<file path="config.mk">
export PLATFORM = sky130hd
export DESIGN_NAME = reg_bank_arbiter
export DESIGN_NICKNAME = d
export VERILOG_FILES = /design/src/rtl/reg_bank_arbiter.sv
export SDC_FILE = /design/constraint.sdc
export NUM_CORES = 1
export LEC_CHECK = 0
export ABC_AREA = 1
export CORE_MARGIN = 3
export CORE_UTILIZATION = 59
export CTS_CLUSTER_DIAMETER = 60
export DETAILED_ROUTE_END_ITERATION = 7
export GPL_TIMING_DRIVEN = 0
export MAX_ROUTING_LAYER = met4
export PLACE_DENSITY = 0.92
export SLEW_MARGIN = 0
export SYNTH_ARGS = -nofsm -noshare
export SYNTH_HDL_FRONTEND = slang
export SYNTH_SLANG_ARGS = --single-unit
</file>
<file path="constraint.sdc">
create_clock -name clk -period 13.1 [get_ports clk]
set_clock_uncertainty 0.1 [all_clocks]
set_input_delay 2.62 -clock clk [delete_from_list [all_inputs] [get_ports clk]]
set_output_delay 2.62 -clock clk [all_outputs]
set_load 0.005 [all_outputs]
</file>
<file path="src/rtl/reg_bank_arbiter.sv">
// Register bank shared by NUM_REQ requesters through a round-robin arbiter.
// A bank clear zeroes one register per cycle while all grants are held off.
module reg_bank_arbiter #(
  parameter int WIDTH   = 32,
  parameter int NUM_REQ = 4,
  parameter int DEPTH   = 8,
  parameter int ADDR_W  = $clog2(DEPTH)
) (
  input  logic                      clk,
  input  logic                      rst,
  input  logic [NUM_REQ-1:0]        req_valid,
  input  logic [NUM_REQ-1:0]        req_write,
  input  logic [NUM_REQ*ADDR_W-1:0] req_addr,
  input  logic [NUM_REQ*WIDTH-1:0]  req_wdata,
  output logic [NUM_REQ-1:0]        req_ready,
  input  logic                      clear_req,
  output logic [NUM_REQ-1:0]        rsp_valid,
  output logic [WIDTH-1:0]          rsp_rdata,
  output logic                      busy
);

  localparam int PTR_W = $clog2(NUM_REQ);

  typedef enum logic {RUN, CLEAR} state_e;

  state_e             state_q, state_d;
  logic [PTR_W-1:0]   rr_ptr_q, rr_ptr_d;
  logic [ADDR_W-1:0]  cnt_q, cnt_d;
  logic [WIDTH-1:0]   bank_q [DEPTH];
  logic [NUM_REQ-1:0] rsp_valid_q;
  logic [WIDTH-1:0]   rsp_rdata_q;

  logic [NUM_REQ-1:0] grant;
  logic               found;
  logic [PTR_W-1:0]   win_idx;
  logic [ADDR_W-1:0]  sel_addr;
  logic [WIDTH-1:0]   sel_wdata;
  logic               sel_write;

  // Scan offsets from rr_ptr upward; the first valid requester wins and its
  // operands are muxed out with constant slice indices.
  always_comb begin
    grant     = '0;
    found     = 1'b0;
    win_idx   = '0;
    sel_addr  = '0;
    sel_wdata = '0;
    sel_write = 1'b0;
    if (state_q == RUN && !clear_req && !rst) begin
      for (int k = 0; k < NUM_REQ; k++) begin
        for (int i = 0; i < NUM_REQ; i++) begin
          if (!found && req_valid[i] && i == (int'(rr_ptr_q) + k) % NUM_REQ) begin
            found     = 1'b1;
            grant[i]  = 1'b1;
            win_idx   = PTR_W'(i);
            sel_addr  = req_addr[i*ADDR_W +: ADDR_W];
            sel_wdata = req_wdata[i*WIDTH +: WIDTH];
            sel_write = req_write[i];
          end
        end
      end
    end
  end

  always_comb begin
    state_d  = state_q;
    cnt_d    = cnt_q;
    rr_ptr_d = rr_ptr_q;
    case (state_q)
      RUN: begin
        if (clear_req) begin
          state_d = CLEAR;
          cnt_d   = '0;
        end else if (found) begin
          rr_ptr_d = (win_idx == PTR_W'(NUM_REQ - 1)) ? '0 : win_idx + PTR_W'(1);
        end
      end
      CLEAR: begin
        cnt_d = cnt_q + ADDR_W'(1);
        if (cnt_q == ADDR_W'(DEPTH - 1)) state_d = RUN;
      end
      default: state_d = RUN;
    endcase
  end

  always_ff @(posedge clk or posedge rst) begin
    if (rst) begin
      state_q  <= RUN;
      cnt_q    <= '0;
      rr_ptr_q <= '0;
    end else begin
      state_q  <= state_d;
      cnt_q    <= cnt_d;
      rr_ptr_q <= rr_ptr_d;
    end
  end

  // Grants are already suppressed in CLEAR, so rsp_valid follows the grant.
  always_ff @(posedge clk or posedge rst) begin
    if (rst) begin
      for (int j = 0; j < DEPTH; j++) bank_q[j] <= '0;
      rsp_valid_q <= '0;
      rsp_rdata_q <= '0;
    end else begin
      rsp_valid_q <= grant;
      if (state_q == CLEAR) begin
        bank_q[cnt_q] <= '0;
      end else if (found) begin
        if (sel_write) begin
          bank_q[sel_addr] <= sel_wdata;
          rsp_rdata_q      <= sel_wdata;
        end else begin
          rsp_rdata_q <= bank_q[sel_addr];
        end
      end
    end
  end

  assign req_ready = grant;
  assign rsp_valid = rsp_valid_q;
  assign rsp_rdata = rsp_rdata_q;
  assign busy      = (state_q == CLEAR);

endmodule

</file>
==> results of run 1 <==
[layout make-up]
cell class	count	area [um^2]
Multi-Input combinational cell	2323	11200
Timing Repair Buffer	192	1960
Inverter	316	1190
Sequential cell	298	7460
Clock inverter	7	66.3
Clock buffer	44	822
Tap cell	455	569
Fill cell	2909	10400
Buffer	217	927
[how the worst min path moves through the flow]
| stage | startpoint | to | slack, ns | cells past startpoint |
|---|---|---|---|---|
| after global placement | bank_q[131] | bank_q[131] | 0.35 | 2 |
| after CTS | bank_q[144] | bank_q[144] | 0.37 | 2 |
| after detailed placement | bank_q[131] | bank_q[131] | 0.35 | 2 |
| after floorplan | bank_q[129] | bank_q[129] | 0.33 | 2 |
| after global routing | bank_q[178] | bank_q[178] | 0.39 | 2 |
| final | bank_q[144] | bank_q[144] | 0.37 | 2 |
[per-layer routing]
metal	up-vias	track usage, %
li1	10900	-
met1	11500	55.6
met2	2041	63.1
met3	502	10.1
met4	0	21.9
met5	-	-
[worst reg2reg max path, cell delays in order (launching register included)]
cell and delay, ns:
dfrtp_1 0.49, nor2_2 0.16, nand2_2 0.19, nand3_1 0.11, nor2_2 0.16, nand4_1 0.16, nor2_2 0.19, nand4_1 0.15
nor2_4 0.19, nand4_2 0.16, o21ai_1 0.90, inv_2 0.31, nand2_2 0.34, nand2_4 0.18, o21ai_1 0.44, inv_2 0.27
buf_2 0.27, nand3_1 0.10, nand2_1 0.07
[state kept, by name (all words and copies together) (netlist names)]
| register | flops |
|---|---|
| rsp_valid | 4 |
| cnt_q | 3 |
| bank_q | 256 |
| rsp_rdata | 32 |
| rr_ptr_q | 2 |
| busy | 1 |
[power groups by stage]
stage / sequential [W] / clock, W / combinational (W)
floorplan: 0.00109 / 0 / 0.00152
global placement: 0.00111 / 0 / 0.00229
detailed placement: 0.00111 / 0 / 0.00236
CTS: 0.00109 / 0.000808 / 0.00238
global route: 0.00111 / 0.000848 / 0.00266
finish: 0.00110 / 0.000816 / 0.00251
[synthesized netlist by cell type, types with 3 or more instances]
library cell	number	area, um^2
nand2_1	883	3310
nand3_1	356	1780
dfrtp_1	298	7460
inv_1	292	1100
nor2_1	279	1050
o21ai_1	157	786
clkbuf_1	137	514
o21ai_0	129	646
a21oi_1	126	631
a22oi_1	116	871
nand3b_1	108	811
o211ai_1	53	398
buf_2	51	255
o2111ai_1	31	272
inv_2	21	78.8
buf_1	18	67.6
nand4_1	16	100
o22ai_1	14	87.6
nor3_1	10	50.1
buf_4	9	67.6
nor2_4	8	90.1
nand2_2	7	43.8
nor2_2	7	43.8
nand4_2	6	75.1
a41oi_1	4	35.0
o21ai_2	4	35.0
clkinv_1	3	11.3
[stage by stage]
stage,area (um^2),std cells,power [W],hold WS [ns],setup slack (ns)
2_1_floorplan,20800,3154,0.00261,0.333,2.15
4_1_cts,24200,3852,0.00428,0.366,3.75
6_report,24200,3852,0.00442,0.366,3.62
3_3_place_gp,23300,3799,0.00339,0.345,-1.24
3_5_place_dp,23300,3801,0.00347,0.350,3.76
5_1_grt,24200,3852,0.00462,0.385,3.47
[logic make-up after synthesis]
group	after synthesis	share of synthesized area [%]
simple gates	1682	35.5
fa+ha+maj	2	0.120
flops	298	35.9
buf+inv	533	10.2
compound gates	639	18.3
==> results.yml, run 1 <==
synthesis:
  avgSynthCellArea_um2: 6.59
  synth_cells: 3154
  syn_area_um2: 20800
  yosys_most_used_dff: "dfrtp_1"
  synth_edf_count: 0
  yosysUniqueCellTypes: 34
  postSynth.asyncResetShare_pct: 100
  yosys_warnings: 0
  ys_ff_latch: 298
  syn-num-nets: 3307
  ys_seq_area_share_pct: 35.9
floorplanning:
  ios: 192
  die_width_um: 194
  die_h_um: 194
  row_count: 68
  die-area_um2: 37500
  core_um2: 34600
  initial_core_util_pct: 60.0
job:
  maxCapViolCount: 0
setup_path:
  crit_cells: 14
  critPathCaptureType: "primary output"
  critPathLaunch: "req_valid[2]"
  slowest_delay_ns: 0.61
  crit_end: "req_ready[1]"
  r2r.worst_path.cells: 18
  reg2reg_from: "rr_ptr_q[0]"
  rr_endpoint: "bank_q[96]"
  rrSetupSlack_ns: 8.04
  crit_chain: "clkdlybuf4s50_1, nand3_1, buf_4, nand4_2, nor2_4, nand4_2, nor2_4, nand4_2, nor2_4, nand2_1, clkbuf_1, clkbuf_1, a41oi_1, clkdlybuf4s50_1"
  required_ns: 10.38
  arrival_ns: 6.76
  cp-start-kind: "input port"
  worst_path_max_delay_cell: "clkdlybuf4s50_1"
  cp_max_fo: 10
  cp_top_family: "buffers and inverters"
  criticalPathCategory: "input port to primary output"
  critPathBufInv: 5
placement:
  dp.final_hpwl_um: 60300
  place_congestion: 1.03
  port_buffers: 190
clocking:
  postCtsSetupRepairBufs: 0
  cts_tree: "yes"
  cts_max_path_buffers: 3
  clk_latency_ns: 0.57
  numCtsBuffers: 29
  ctsRootBufferMaster: "clkbuf_16"
  post_cts_resized: 0
  hold_buffers: 0
  clkTransAtPathRegs_ns: 0.07
  clock-sinks: 298
  cts.htree.levels: 1
power:
  p_seq_share_pct: 24.9
  p_leak_nw: 11.7
  internal_power_w: 0.00217
  power_frac_clock_pct: 18.5
  sw_frac_of_total_pct: 51.0
  combPwrFrac_pct: 56.7
  peakVddDrop_mv: 0.137
  power_density_nw_per_um2: 183
  switchingPower_w: 0.00226
finish:
  drive_gt1_share_pct: 4.77
  layout_commonest_cell: "nand2_1"
  finish.utilization_pct: 69.9
  antenna_cells: 0
  area.growth.synth_to_final_pct: 16.5
  mostFrequentLayoutCells: "nand2_1 (883), nand3_1 (356), dfrtp_1 (298)"
  num-nets-final: 3530
detailed_routing:
  dr_wl_met2_um: 35400
  wl_met3_um: 11200
  postRouteAntennaNets: 0
  drt_iter0_markers: 4154
  met1_length_um: 30300
  highest_layer: "met4"
  drt-pass1-iter-count: 8
  wl_per_cell_um: 21.4
  drc_errors: 18
  drt_wl_total_um: 82300
  via_per_inst: 6.47
  num_vias: 24900
timing:
  hold_violations: 0
  post-route-min-period_ns: 9.48
  fin_crit_sh_pct: 72.4
  tightest_slew_ns: 1.45
  tns_ns: 0
  relSlewSlack_pct: 3.05
  drv_slew: 0
  rsz0062_at_grt: "false"
  setup_viol: 0
  clock.fmax_ghz: 0.105
global_routing:
  grt_pass1_wl_um: 127000
  grt_pass1_vias: 23100
  grt_max_degree: 115
  grt_util_all_layers_pct: 42.9
  grt_antenna_before_repair: 0
  grt_overflow: 0
status:
  status: "finished, violations left"
  violations: "DRC"
hold_path:
  hp-class: "register to register"
Power figures use the tool's default switching activity.
==> inputs of run 2 (changes only) <==
--- a/config.mk
+++ b/config.mk
@@ -7,12 +7,12 @@
 export LEC_CHECK = 0
 export ABC_AREA = 1
 export CORE_MARGIN = 3
-export CORE_UTILIZATION = 59
+export CORE_UTILIZATION = 53
 export CTS_CLUSTER_DIAMETER = 60
 export DETAILED_ROUTE_END_ITERATION = 7
 export GPL_TIMING_DRIVEN = 0
 export MAX_ROUTING_LAYER = met4
-export PLACE_DENSITY = 0.92
+export PLACE_DENSITY = 0.87
 export SLEW_MARGIN = 0
 export SYNTH_ARGS = -nofsm -noshare
 export SYNTH_HDL_FRONTEND = slang
==> constraint.sdc (replaced) <==
create_clock -name clk -period 7.7 [get_ports clk]
set_clock_uncertainty 0.1 [all_clocks]
set_input_delay 1.54 -clock clk [delete_from_list [all_inputs] [get_ports clk]]
set_output_delay 1.54 -clock clk [all_outputs]
set_load 0.005 [all_outputs]
==> run 2 against run 1 <==
Compared with the run above: the flow now finishes without violations; clock power increased by 96%; die area increased by 11%; core utilization is 5.6 points lower; global-route usage is 5.3 points lower; non-clock buffer count is 6 higher; sequential power is 70% higher; highest routed layer unchanged.
==> results.yml, run 2 (synthesis gave the netlist of run 1 again) <==
status:
  status: "complete, no violations"
clocking:
  clk_latency_ns: 0.58
  cts_tree: "yes"
  cts_max_path_buffers: 3
  cts.htree.levels: 1
  postCtsSetupRepairBufs: 0
  numCtsBuffers: 30
  clkTransAtPathRegs_ns: 0.06
  clock-sinks: 298
  post_cts_resized: 0
  ctsRootBufferMaster: "clkbuf_16"
  hold_buffers: 0
floorplanning:
  initial_core_util_pct: 54.4
  ios: 192
  die_width_um: 204
  row_count: 71
  die-area_um2: 41600
  die_h_um: 204
  core_um2: 38200
finish:
  drive_gt1_share_pct: 5.31
  layout_commonest_cell: "nand2_1"
  num-nets-final: 3537
  finalNonFillerCells: 3920
  largest_reg_flops: 256
  regMostFlops: "bank_q"
  mostFrequentLayoutCells: "nand2_1 (883), nand3_1 (356), dfrtp_1 (298)"
  area.growth.synth_to_final_pct: 18.2
timing:
  drv_slew: 0
  tns_ns: 0
  post-route-min-period_ns: 7.40
  clock.fmax_ghz: 0.135
  hold_violations: 0
  setup_viol: 0
  tightest_slew_ns: 1.30
  fin_crit_sh_pct: 96.2
  rsz0062_at_grt: "false"
  relSlewSlack_pct: 13.3
detailed_routing:
  wl_per_cell_um: 19.8
  drc_errors: 0
  drt_wl_total_um: 77700
  drt-pass1-iter-count: 8
  postRouteAntennaNets: 0
  drt_iter0_markers: 3749
  num_vias: 24400
  via_per_inst: 6.23
placement:
  place_congestion: 0.996
  port_buffers: 190
  dp.final_hpwl_um: 57100
  place_inst: 3863
power:
  p_leak_nw: 11.8
  power_density_nw_per_um2: 313
  peakVddDrop_mv: 0.221
global_routing:
  grt_max_degree: 45
  grt_overflow: 0
  grt_antenna_before_repair: 1
  grt_pass1_vias: 22500
  grt_util_all_layers_pct: 37.6
  grt_pass1_wl_um: 122000
setup_path:
  arrival_ns: 5.76
  cp-start-kind: "input port"
  critPathCaptureType: "primary output"
  criticalPathCategory: "input port to primary output"
  required_ns: 6.06
  cp_max_fo: 10
job:
  maxCapViolCount: 0
hold_path:
  hp-class: "register to register"
==> run 2: worst paths after layout <==
kind / from / end / slack, ns / cells past startpoint
setup / recovery: req_valid[2] / req_ready[1] / 0.30 / 14
hold / removal: bank_q[148] / bank_q[148] / 0.36 / 2
setup reg to reg: rr_ptr_q[0] / bank_q[104] / 2.90 / 19
hold reg to reg: bank_q[148] / bank_q[148] / 0.36 / 2
max in group asynchronous: rst / bank_q[247] / 5.08 / 5
min in group asynchronous: rst / bank_q[157] / 1.33 / 2
==> run 2: per-stage QoR <==
| step | power (W) | worst slack [ns] | cell area (um^2) | util (%) | hold slack, ns |
|---|---|---|---|---|---|
| 3_3_place_gp | 0.00581 | 0.0101 | 23300 | 61.1 | 0.344 |
| 6_report | 0.00768 | 0.296 | 24600 | 64.3 | 0.365 |
| 4_1_cts | 0.00747 | 0.466 | 24600 | 64.3 | 0.365 |
| 2_1_floorplan | 0.00445 | 2.10 | 20800 | - | 0.333 |
| 5_1_grt | 0.00808 | 0.167 | 24600 | 64.3 | 0.383 |
| 3_5_place_dp | 0.00587 | 0.485 | 23500 | 61.5 | 0.349 |
==> run 2: power by group <==
group / internal, W / leakage, nW / switching (W)
Sequential: 0.00173 / 4.08 / 0.000140
Clock: 0.000940 / 0.537 / 0.000659
Combinational: 0.00120 / 7.20 / 0.00301
==> run 2: layer usage <==
layer	GRT usage, %	up-vias	part of all wire, %
li1	-	10900	-
met1	50.9	11300	38
met5	-	-	0
met2	54.7	1846	43
met3	6.34	372	13
met4	19.1	0	6.0
==> run 2: worst max-delay path: stages <==
cell and delay (ns):
clkdlybuf4s50_1 0.54, nand3_1 0.18, buf_4 0.21, nand4_2 0.16, nor2_4 0.17, nand4_2 0.12, nor2_4 0.19, nand4_2 0.15
nor2_4 0.20, nand2_1 0.25, clkbuf_1 0.37, clkbuf_1 0.38, a41oi_1 0.67, clkdlybuf4s50_1 0.63
==> run 2: layout make-up <==
cell class / count / area, um^2
Buffer: 217 / 927
Fill cell: 3362 / 13600
Timing Repair Buffer: 198 / 2060
Sequential cell: 298 / 7460
Inverter: 316 / 1190
Clock buffer: 39 / 845
Tap cell: 511 / 639
Multi-Input combinational cell: 2323 / 11200
Clock inverter: 17 / 221
Antenna cell: 1 / 2.50
